<file path="config.mk">
export PLATFORM = sky130hd
export DESIGN_NAME = jtag_config_tap_flat
export DESIGN_NICKNAME = d
export VERILOG_FILES = /design/src/rtl/jtag_config_tap_if.sv /design/src/rtl/jtag_config_tap.sv /design/src/flat_wrapper.sv
export SDC_FILE = /design/constraint.sdc
export NUM_CORES = 1
export LEC_CHECK = 0
export ABC_CLOCK_PERIOD_IN_PS = 7900
export CELL_PAD_IN_SITES_DETAIL_PLACEMENT = 0
export CELL_PAD_IN_SITES_GLOBAL_PLACEMENT = 1
export CORE_ASPECT_RATIO = 0.9
export CORE_MARGIN = 3
export CORE_UTILIZATION = 49
export DETAILED_ROUTE_END_ITERATION = 16
export GPL_ROUTABILITY_DRIVEN = 0
export HOLD_SLACK_MARGIN = 0.15
export PLACE_DENSITY_LB_ADDON = 0.3
export SLEW_MARGIN = 30
export SYNTH_ARGS = -nofsm -noshare
export SYNTH_HDL_FRONTEND = slang
export SYNTH_SLANG_ARGS = --single-unit
</file>
<file path="constraint.sdc">
create_clock -name clk_system_i -period 7.9 [get_ports clk_system_i]
set_input_delay 0.79 -clock clk_system_i [delete_from_list [all_inputs] [get_ports clk_system_i]]
set_output_delay 0.79 -clock clk_system_i [all_outputs]
set_load 0.03 [all_outputs]
</file>
<file path="src/rtl/jtag_config_tap_if.sv">
// JTAG pin bundle plus the eFPGA configuration write port of jtag_config_tap.
// JTAG_TAP_TRST_EN adds the optional trst_i line.
interface jtag_config_tap_if;
  logic        tck_i;
  logic        tms_i;
  logic        tdi_i;
  logic        tdo_o;
  logic [31:0] config_data_o;
  logic        config_strobe_o;
  logic        tap_reset_o;
`ifdef JTAG_TAP_TRST_EN
  logic        trst_i;
`endif

  modport master (
    input  tdo_o, config_data_o, config_strobe_o, tap_reset_o,
    output tck_i, tms_i, tdi_i
`ifdef JTAG_TAP_TRST_EN
    , trst_i
`endif
  );

  modport slave (
    input  tck_i, tms_i, tdi_i,
`ifdef JTAG_TAP_TRST_EN
    input  trst_i,
`endif
    output tdo_o, config_data_o, config_strobe_o, tap_reset_o
  );
endinterface

</file>
<file path="src/rtl/jtag_config_tap.sv">
// Oversampled IEEE 1149.1 TAP with IDCODE, BYPASS and a 32-bit USER register feeding
// the eFPGA config port. Define JTAG_TAP_TRST_EN to add the synchronized trst_i input.
module jtag_config_tap #(
  parameter int                   IR_WIDTH     = 5,
  parameter logic [31:0]          IDCODE_VALUE = 32'h1000_0001,
  parameter logic [IR_WIDTH-1:0]  IDCODE_INSTR = 5'h01,
  parameter logic [IR_WIDTH-1:0]  USER_INSTR   = 5'h08
) (
  input logic               clk_system_i,
  input logic               reset_i,
  jtag_config_tap_if.slave  jtag
);

  typedef enum logic [3:0] {
    TLR, RTI,
    SEL_DR, CAP_DR, SH_DR, EX1_DR, PA_DR, EX2_DR, UPD_DR,
    SEL_IR, CAP_IR, SH_IR, EX1_IR, PA_IR, EX2_IR, UPD_IR
  } tap_state_e;

  localparam logic [IR_WIDTH-1:0] IR_CAPTURE = {{(IR_WIDTH-2){1'b0}}, 2'b01};

  tap_state_e          state, state_nxt;
  logic [2:0]          tck_sync;
  logic [1:0]          tms_sync, tdi_sync;
  logic                tck_rise, tck_fall, tms, tdi, trst, step;
  logic [IR_WIDTH-1:0] ir_sr, ir;
  logic [31:0]         dr_sr, cfg_q;
  logic                byp_sr, strobe_q, tdo_q;
  logic                sel_idcode, sel_user, sel_byp;

  always_ff @(posedge clk_system_i or posedge reset_i) begin
    if (reset_i) begin
      tck_sync <= '0;
      tms_sync <= '0;
      tdi_sync <= '0;
    end else begin
      tck_sync <= {tck_sync[1:0], jtag.tck_i};
      tms_sync <= {tms_sync[0], jtag.tms_i};
      tdi_sync <= {tdi_sync[0], jtag.tdi_i};
    end
  end

  assign tck_rise = tck_sync[1] & ~tck_sync[2];
  assign tck_fall = ~tck_sync[1] & tck_sync[2];
  assign tms      = tms_sync[1];
  assign tdi      = tdi_sync[1];

`ifdef JTAG_TAP_TRST_EN
  logic [1:0] trst_sync;
  always_ff @(posedge clk_system_i or posedge reset_i) begin
    if (reset_i) trst_sync <= '0;
    else         trst_sync <= {trst_sync[0], jtag.trst_i};
  end
  assign trst = trst_sync[1];
`else
  assign trst = 1'b0;
`endif

  // A pending trst swallows the TCK edge so nothing captures or updates on the way to TLR
  assign step = tck_rise & ~trst;

  always_ff @(posedge clk_system_i or posedge reset_i) begin
    if (reset_i) state <= TLR;
    else         state <= state_nxt;
  end

  always_comb begin
    state_nxt = state;
    if (trst) begin
      state_nxt = TLR;
    end else if (tck_rise) begin
      unique case (state)
        TLR:    state_nxt = tms ? TLR    : RTI;
        RTI:    state_nxt = tms ? SEL_DR : RTI;
        SEL_DR: state_nxt = tms ? SEL_IR : CAP_DR;
        CAP_DR: state_nxt = tms ? EX1_DR : SH_DR;
        SH_DR:  state_nxt = tms ? EX1_DR : SH_DR;
        EX1_DR: state_nxt = tms ? UPD_DR : PA_DR;
        PA_DR:  state_nxt = tms ? EX2_DR : PA_DR;
        EX2_DR: state_nxt = tms ? UPD_DR : SH_DR;
        UPD_DR: state_nxt = tms ? SEL_DR : RTI;
        SEL_IR: state_nxt = tms ? TLR    : CAP_IR;
        CAP_IR: state_nxt = tms ? EX1_IR : SH_IR;
        SH_IR:  state_nxt = tms ? EX1_IR : SH_IR;
        EX1_IR: state_nxt = tms ? UPD_IR : PA_IR;
        PA_IR:  state_nxt = tms ? EX2_IR : PA_IR;
        EX2_IR: state_nxt = tms ? UPD_IR : SH_IR;
        UPD_IR: state_nxt = tms ? SEL_DR : RTI;
        default: state_nxt = TLR;
      endcase
    end
  end

  // Unknown opcodes fall through to BYPASS
  assign sel_idcode = (ir == IDCODE_INSTR);
  assign sel_user   = (ir == USER_INSTR);
  assign sel_byp    = ~sel_idcode & ~sel_user;

  always_ff @(posedge clk_system_i or posedge reset_i) begin
    if (reset_i) begin
      ir_sr    <= '0;
      ir       <= IDCODE_INSTR;
      dr_sr    <= '0;
      byp_sr   <= 1'b0;
      cfg_q    <= '0;
      strobe_q <= 1'b0;
      tdo_q    <= 1'b0;
    end else begin
      strobe_q <= 1'b0;
      if (step) begin
        unique case (state)
          CAP_IR: ir_sr <= IR_CAPTURE;
          SH_IR:  ir_sr <= {tdi, ir_sr[IR_WIDTH-1:1]};
          UPD_IR: ir    <= ir_sr;
          CAP_DR: begin
            if (sel_idcode)    dr_sr  <= IDCODE_VALUE;
            else if (sel_user) dr_sr  <= cfg_q;
            else               byp_sr <= 1'b0;
          end
          SH_DR: begin
            if (sel_byp) byp_sr <= tdi;
            else         dr_sr  <= {tdi, dr_sr[31:1]};
          end
          UPD_DR: begin
            if (sel_user) begin
              cfg_q    <= dr_sr;
              strobe_q <= 1'b1;
            end
          end
          default: ;
        endcase
      end
      if (state == TLR || trst) ir <= IDCODE_INSTR;
      if (tck_fall) begin
        if (state == SH_DR)      tdo_q <= sel_byp ? byp_sr : dr_sr[0];
        else if (state == SH_IR) tdo_q <= ir_sr[0];
        else                     tdo_q <= 1'b0;
      end
    end
  end

  assign jtag.tdo_o           = tdo_q;
  assign jtag.config_data_o   = cfg_q;
  assign jtag.config_strobe_o = strobe_q;
  assign jtag.tap_reset_o     = (state == TLR);

endmodule

</file>
<file path="src/flat_wrapper.sv">
// flat-port wrapper written by rule: the top's interface ports become plain ports
module jtag_config_tap_flat 
#(
  parameter int                   IR_WIDTH     = 5,
  parameter logic [31:0]          IDCODE_VALUE = 32'h1000_0001,
  parameter logic [IR_WIDTH-1:0]  IDCODE_INSTR = 5'h01,
  parameter logic [IR_WIDTH-1:0]  USER_INSTR   = 5'h08
)
  (clk_system_i, reset_i, jtag_tck_i, jtag_tms_i, jtag_tdi_i, jtag_tdo_o, jtag_config_data_o, jtag_config_strobe_o, jtag_tap_reset_o);
  jtag_config_tap_if jtag_i ();
  input logic clk_system_i;
  input logic reset_i;
  input wire logic [$bits(jtag_i.tck_i)-1:0] jtag_tck_i;
  input wire logic [$bits(jtag_i.tms_i)-1:0] jtag_tms_i;
  input wire logic [$bits(jtag_i.tdi_i)-1:0] jtag_tdi_i;
  output wire logic [$bits(jtag_i.tdo_o)-1:0] jtag_tdo_o;
  output wire logic [$bits(jtag_i.config_data_o)-1:0] jtag_config_data_o;
  output wire logic [$bits(jtag_i.config_strobe_o)-1:0] jtag_config_strobe_o;
  output wire logic [$bits(jtag_i.tap_reset_o)-1:0] jtag_tap_reset_o;
  assign jtag_i.tck_i = jtag_tck_i;
  assign jtag_i.tms_i = jtag_tms_i;
  assign jtag_i.tdi_i = jtag_tdi_i;
  assign jtag_tdo_o = jtag_i.tdo_o;
  assign jtag_config_data_o = jtag_i.config_data_o;
  assign jtag_config_strobe_o = jtag_i.config_strobe_o;
  assign jtag_tap_reset_o = jtag_i.tap_reset_o;
  jtag_config_tap #(.IR_WIDTH(IR_WIDTH), .IDCODE_VALUE(IDCODE_VALUE), .IDCODE_INSTR(IDCODE_INSTR), .USER_INSTR(USER_INSTR)) u_core (.clk_system_i(clk_system_i), .reset_i(reset_i), .jtag(jtag_i));
endmodule
</file>
==> results of run 1 <==
[logic make-up after synthesis]
kind of cell / share of synthesized area
and+or+nand+nor: 0.0770
DFF: 0.565
muxes: 0.194
AOI/OAI and AO/OA: 0.123
xor gates and xnor gates: 0.00225
buffers and inverters: 0.0392
[path summary, 6_finish.rpt]
kind                                                    from                                         to  depth (start not counted)
worst min register to register  u_core.tms_sync[0]$_DFF_PP0_               u_core.tms_sync[1]$_DFF_PP0_                          0
worst max-delay path             u_core.state[0]$_DFFE_PP0P_                           jtag_tap_reset_o                          4
max in group asynchronous                            reset_i               u_core.dr_sr[17]$_DFFE_PP0P_                          3
min in group asynchronous                            reset_i  u_core.jtag.config_data_o[23]$_DFFE_PP0P_                          3
worst max register to register   u_core.state[0]$_DFFE_PP0P_               u_core.dr_sr[18]$_DFFE_PP0P_                          5
worst min-delay path            u_core.tms_sync[0]$_DFF_PP0_               u_core.tms_sync[1]$_DFF_PP0_                          0
[through the flow]
step / util / instances
after floorplan: - / 309
after global placement: 0.570 / 428
after detailed placement: 0.571 / 428
after CTS: 0.599 / 444
after global routing: 0.601 / 445
final: 0.601 / 445
[flip-flops by register name, indices dropped and copies added, names as in the netlist]
register                     flops
u_core.dr_sr                    32
u_core.jtag.config_data_o       32
u_core.jtag.tdo_o                1
u_core.tck_sync                  3
u_core.state                     4
u_core.jtag.config_strobe_o      1
u_core.ir                        5
u_core.tms_sync                  2
u_core.byp_sr                    1
u_core.ir_sr                     5
u_core.tdi_sync                  2
[cell type report]
class,count,share of cell area
Sequential cell,88,0.481
Multi-Input combinational cell,188,0.338
Timing Repair Buffer,45,0.0968
Clock buffer,11,0.0331
Tap cell,96,0.0262
Clock inverter,5,0.0139
Inverter,12,0.0101
[worst register-to-register path: stages (launching register included)]
cell and delay [ns]:
dfrtp_1 0.66, or3b_1 0.49, a211oi_2 0.26, and2b_1 0.15, buf_4 0.39, mux2_2 0.40
[where the power goes]
group	internal, mW	switching (mW)	total, mW
combinational	0.0698	0.0952	0.165
sequential	0.473	0.0558	0.529
clock	0.166	0.162	0.327
total	0.709	0.313	1.02
[routing by layer]
metal	up-vias	GRT usage
met5	-	0
met4	0	0.0572
met3	11	0.0363
met2	42	0.252
met1	1252	0.253
li1	1187	-
[synthesized netlist by cell type (all sizes together)]
| library cell | n |
|---|---|
| and2b | 1 |
| and2 | 2 |
| clkbuf | 15 |
| a31oi | 3 |
| nor2b | 5 |
| buf | 6 |
| a22oi | 1 |
| nand3b | 1 |
| o221ai | 1 |
| a21oi | 10 |
| inv | 12 |
| nand2 | 19 |
| dfrtp | 87 |
| nor3 | 2 |
| and3 | 1 |
| a32oi | 1 |
| a21o | 2 |
| nor3b | 1 |
| or3 | 1 |
| a211oi | 2 |
| a311oi | 1 |
| xor2 | 1 |
| nand2b | 1 |
| nor2 | 8 |
| o211ai | 2 |
| or4b | 1 |
| mux2 | 67 |
| dfstp | 1 |
| nor4 | 1 |
| a221oi | 1 |
| or3b | 1 |
| a22o | 29 |
| nor4b | 3 |
| o21ai | 11 |
| nand3 | 5 |
| nand4 | 2 |
| o32ai | 1 |
[placed cells by master, fill, tap and decap left out, types with 2 or more instances in the layout]
| cell type | instances |
|---|---|
| dfrtp_1 | 87 |
| a22o_1 | 29 |
| o21ai_0 | 11 |
| inv_1 | 11 |
| nand4_1 | 2 |
| mux2_1 | 29 |
| mux2_2 | 38 |
| buf_4 | 4 |
| o211ai_1 | 2 |
| clkinvlp_4 | 3 |
| a21oi_1 | 10 |
| nor3_1 | 2 |
| a21o_1 | 2 |
| nand2_1 | 19 |
| clkbuf_8 | 11 |
| buf_6 | 2 |
| nor2b_1 | 5 |
| nand3_1 | 5 |
| a31oi_1 | 2 |
| nor2_1 | 8 |
| nor4b_1 | 2 |
| clkdlybuf4s50_1 | 39 |
==> summary.txt, run 1 <==
Die
  – Rows: 30
  – Die W: 100 um
  – Die height: 90.6 um
  – Die area: 9060 um2
  – I/O pin count: 40
  – Initial core utilization: 0.512
  – Core area: 7620 um2

Detailed routing
  – WL met1: 3590 um
  – DR DRC count: 0
  – Vias per cell: 5.60
  – Met2 routed WL: 3340 um
  – Post-route ant nets: 0
  – WL final: 7290 um
  – Met3 wire len: 260 um
  – DR top layer: met4
  – WL/cell: 16.4 um
  – Drt first pass iters: 4
  – DR iter-0 viols: 63
  – DR vias: 2492

Cells and area
  – Cell area after layout: 4580 um2
  – Synth-to-Final Area Change: 17.4%
  – ANT cells: 0
  – Area of the multi-input gates: 1550 um2
  – NumNets Final: 349
  – # fillers: 622
  – Share of cells above drive strength 1: 0.186
  – FF+latch area: 2200 um2

STA
  – Setup TNS: 0 ns
  – Final setup fails: 0
  – Max Fclk: 0.326 GHz
  – Unrepaired setup endpoints after global routing: no
  – Final WS setup: 4.84 ns
  – Period utilization: 0.388
  – Final hold vios: 0
  – Slew @ Worst Pin: 0.772 ns
  – Slew Limit Fails: 0
  – Final min period: 3.06 ns
  – Final clock skew: 0.00938 ns
  – Worst-case hold slack: 0.354 ns
  – Relative slew slack: 0.485

GRT
  – Total GRT Usage: 0.171
  – Number of global-route vias before repair: 2501
  – Initial antenna violation count: 0
  – Largest net degree at the start of global routing: 89
  – First-pass GRT wire length: 12500 um
  – Total grt overflow: 0

Placement
  – Placed Area: 4350 um2
  – Pre-CTS setup slack: 4.92 ns
  – I/O Buffers: 39
  – DP HPWL: 4460 um

Yosys
  – Synth Net Count: 314
  – Distinct cell type count after synthesis: 43
  – Seq/Total Area, Yosys: 0.565
  – Synth top area cells: dfrtp_1, mux2_2, mux2_1, a22o_1, nand2_1
  – Syn Area/Cell: 12.6 um2
  – Yosys top cell area share: 0.558
  – Mapped Area: 3900 um2
  – Post-Syn Instances: 309
  – Ys Warns: 0
  – Area leader, netlist: dfrtp_1
  – Post-synthesis register bit count: 88

Worst setup path
  – Startpoint Class: flop
  – Critical path required time: 7.11 ns
  – Critical Setup Path Class: flop to output port
  – WP data arrival: 2.27 ns
  – Slowest stage cell, crit path: clkdlybuf4s50_1
  – Delay of the slowest cell on the worst path: 0.67 ns
  – CP cell instances: nor2_1 -> nand2_1 -> inv_1 -> clkdlybuf4s50_1
  – R2R setup slack: 5.44 ns
  – Endpoint class of the critical path: output port
  – CP bufs+invs: 2
  – Cell family with most CP delay: buffers and inverters
  – Crit Path Max Fanout: 23

CTS
  – CTS buffer count: 9
  – CTS max path bufs: 2
  – CTS resizes: 0
  – Root Buffer: clkbuf_8
  – H-tree levels: 3
  – CTS tree: done
  – Hold-fix buffers at CTS: 0
  – Worst-path clk slew: 0.08 ns
  – CTS Sinks: 88
  – Worst-Skew Late Latency: 0.35 ns
  – Post-CTS Setup Bufs: 0

Power
  – Pleak: 2.13 nW
  – Max IR drop VDD: 157 uV
  – P per Cell Area: 223 nW/um2
  – Overall power: 1.02 mW

Run
  – Max-Cap Viols: 0

Run status
  – Outcome: finished clean

Hold path
  – Worst Hold Class: flop to flop
Power figures use the tool's default switching activity.
==> run 2: changes to the inputs <==
--- a/config.mk
+++ b/config.mk
@@ -5,12 +5,12 @@
 export SDC_FILE = /design/constraint.sdc
 export NUM_CORES = 1
 export LEC_CHECK = 0
-export ABC_CLOCK_PERIOD_IN_PS = 7900
+export ABC_CLOCK_PERIOD_IN_PS = 2650
 export CELL_PAD_IN_SITES_DETAIL_PLACEMENT = 0
 export CELL_PAD_IN_SITES_GLOBAL_PLACEMENT = 1
 export CORE_ASPECT_RATIO = 0.9
 export CORE_MARGIN = 3
-export CORE_UTILIZATION = 49
+export CORE_UTILIZATION = 41
 export DETAILED_ROUTE_END_ITERATION = 16
 export GPL_ROUTABILITY_DRIVEN = 0
 export HOLD_SLACK_MARGIN = 0.15
==> constraint.sdc (replaced) <==
create_clock -name clk_system_i -period 2.65 [get_ports clk_system_i]
set_input_delay 0.265 -clock clk_system_i [delete_from_list [all_inputs] [get_ports clk_system_i]]
set_output_delay 0.265 -clock clk_system_i [all_outputs]
set_load 0.03 [all_outputs]
==> run 2 against run 1 <==
Against the previous run: via count is 3.5% higher; clock power grew to 3.1 times the previous value; clock skew is 0.0020 ns lower; clock-buffer cell count stayed put; sequential power grew to 2.9 times the previous value; design area is 2.2% higher; combinational power grew to 3.6 times the previous value; worst hold slack worse by 0.023 ns; first-iteration DRC count is 110% higher.
==> summary.txt, run 2 (synthesis results as in run 1) <==
Run status
  – Outcome: finished clean

Worst setup path
  – Cell family with most CP delay: buffers and inverters
  – Slowest stage cell, crit path: clkdlybuf4s50_1
  – CP bufs+invs: 3 (+1)
  – WP data arrival: 2.13 ns (-0.14 ns)
  – Crit path from: u_core.state[1]$_DFFE_PP0P_
  – CP cell instances: buf_4 -> nor2_1 -> nand2_1 -> inv_1 -> clkdlybuf4s50_1
  – Endpoint class of the critical path: output port
  – Reg2reg start: u_core.state[0]$_DFFE_PP0P_
  – Startpoint Class: flop
  – Delay of the slowest cell on the worst path: 0.67 ns (about the same)
  – Critical Setup Path Class: flop to output port
  – Critical path required time: 2.38 ns (-4.73 ns)
  – Crit Path Max Fanout: 9 (-61%)

STA
  – Slew Limit Fails: 0 (unchanged)
  – Final min period: 2.39 ns
  – Unrepaired setup endpoints after global routing: no
  – Period utilization: 0.903
  – Final hold vios: 0 (unchanged)
  – Max Fclk: 0.418 GHz
  – Final clock skew: 0.00743 ns (-0.00195 ns)
  – Relative slew slack: 0.623 (+0.138)
  – Slew @ Worst Pin: 0.565 ns (-0.208 ns)
  – Setup TNS: 0 ns (unchanged)
  – Final setup fails: 0 (unchanged)

Run
  – Max-Cap Viols: 0 (unchanged)

Detailed routing
  – WL final: 7370 um (+1.0%)
  – WL/cell: 15.5 um (-5.4%)
  – DR iter-0 viols: 131 (+110%)
  – Vias per cell: 5.43 (-3.0%)
  – DR DRC count: 0 (unchanged)
  – DR vias: 2580 (+3.5%)
  – Drt first pass iters: 4 (unchanged)
  – Post-route ant nets: 0 (unchanged)

Cells and area
  – Most frequent cells in the layout: dfrtp_1, clkdlybuf4s50_1, mux2_2
  – Non-Filler Instances: 475 (+6.7%)
  – NumNets Final: 353 (+1.1%)
  – Commonest non-fill, non-tap cell in the layout: dfrtp_1
  – # fillers: 841 (+35%)
  – Final Core Density: 0.510 (-0.0906)
  – ANT cells: 0 (unchanged)
  – Synth-to-Final Area Change: 19.9%
  – Share of cells above drive strength 1: 0.193 (+0.00639)

CTS
  – Post-CTS Setup Bufs: 0 (unchanged)
  – Root Buffer: clkbuf_8
  – Worst-Skew Late Latency: 0.35 ns (about the same)
  – CTS max path bufs: 2 (unchanged)
  – Hold-fix buffers at CTS: 0 (unchanged)
  – CTS tree: done
  – CTS buffer count: 9 (unchanged)
  – H-tree levels: 3 (unchanged)
  – Worst-path clk slew: 0.08 ns (about the same)
  – CTS Sinks: 88 (unchanged)
  – CTS resizes: 0 (unchanged)

Power
  – Switching portion of total power: 0.293 (-0.0127)
  – Pleak: 2.16 nW (+1.5%)
  – Net Sw Power: 0.918 mW (+190%)
  – Sequential power share: 0.485 (-0.033)
  – Max IR drop VDD: 361 uV (+130%)
  – Combinational Power Share: 0.192 (+0.030)
  – P per Cell Area: 669 nW/um2 (+200%)
  – Clock share of power: 0.323 (+0.003)
  – Internal Power: 2.21 mW (+210%)

Die
  – Die W: 109 um (+8.8%)
  – Die area: 10700 um2 (+18%)
  – Core area: 9170 um2 (+20%)
  – Initial core utilization: 0.425 (-0.0863)
  – I/O pin count: 40 (unchanged)
  – Die height: 98.5 um (+8.7%)
  – Rows: 33 (+10%)

Hold path
  – Worst Hold Class: input port to asynchronous set/reset pin

Placement
  – I/O Buffers: 39 (unchanged)
  – Placed cell count: 459 (+7.2%)
  – DP HPWL: 4610 um (+3.2%)

GRT
  – Largest net degree at the start of global routing: 89 (unchanged)
  – Total GRT Usage: 0.150 (-0.0210)
  – First-pass GRT wire length: 12700 um (+1.9%)
  – Initial antenna violation count: 0 (unchanged)
  – Total grt overflow: 0 (unchanged)
  – Number of global-route vias before repair: 2575 (+3.0%)
## run 2: power by group through the flow
stage	Clock, mW	Combinational, mW	Sequential, mW
floorplan	0	0.470	1.50
global placement	0	0.597	1.54
detailed placement	0	0.602	1.54
global route	1.11	0.663	1.53
CTS	1.06	0.606	1.52
finish	1.01	0.600	1.52
## run 2: worst paths after layout
check / slack [ns] / depth (start not counted) / end
max: 0.26 / 5 / jtag_tap_reset_o
max in group asynchronous: 1.96 / 3 / u_core.ir[0]$_DFFE_PP1P_
min in group clk_system_i: 0.35 / 1 / u_core.tms_sync[0]$_DFF_PP0_
min: 0.33 / 3 / u_core.jtag.config_data_o[23]$_DFFE_PP0P_
max reg2reg: 0.61 / 5 / u_core.dr_sr[14]$_DFFE_PP0P_
min reg2reg: 0.35 / 0 / u_core.tms_sync[1]$_DFF_PP0_
## run 2: per-layer routing
| metal | track usage | part of all wire | up-vias |
|---|---|---|---|
| met5 | 0 | 0 | - |
| met4 | 0.0553 | 0.016 | 0 |
| met3 | 0.0367 | 0.039 | 12 |
| met2 | 0.232 | 0.47 | 49 |
| met1 | 0.206 | 0.48 | 1324 |
| li1 | - | - | 1195 |
## run 2: area by class of cell
type | instances | area, um2 | area share
repair buffers | 49 | 503 | 0.108
well taps | 122 | 153 | 0.0326
multi-input cells | 188 | 1550 | 0.331
inverters | 12 | 46.3 | 0.00990
flip-flops and latches | 88 | 2200 | 0.471
clock inverters | 5 | 80.1 | 0.0171
clock buffers | 11 | 141 | 0.0302
## run 2: tightest hold or removal path, stage by stage
cell	delay, ns
clkdlybuf4s50_1	0.41
clkinv_2	0.06
buf_12	0.36
## run 2: through the flow
step	worst slack, ns	power, mW	area (um2)	hold slack (ns)
after detailed placement	0.616	2.14	4450	0.338
after floorplan	0.108	1.97	3900	0.296
after CTS	0.240	3.18	4680	0.330
after global placement	0.624	2.14	4450	0.333
final	0.256	3.13	4680	0.331
after global routing	0.136	3.30	4680	0.330
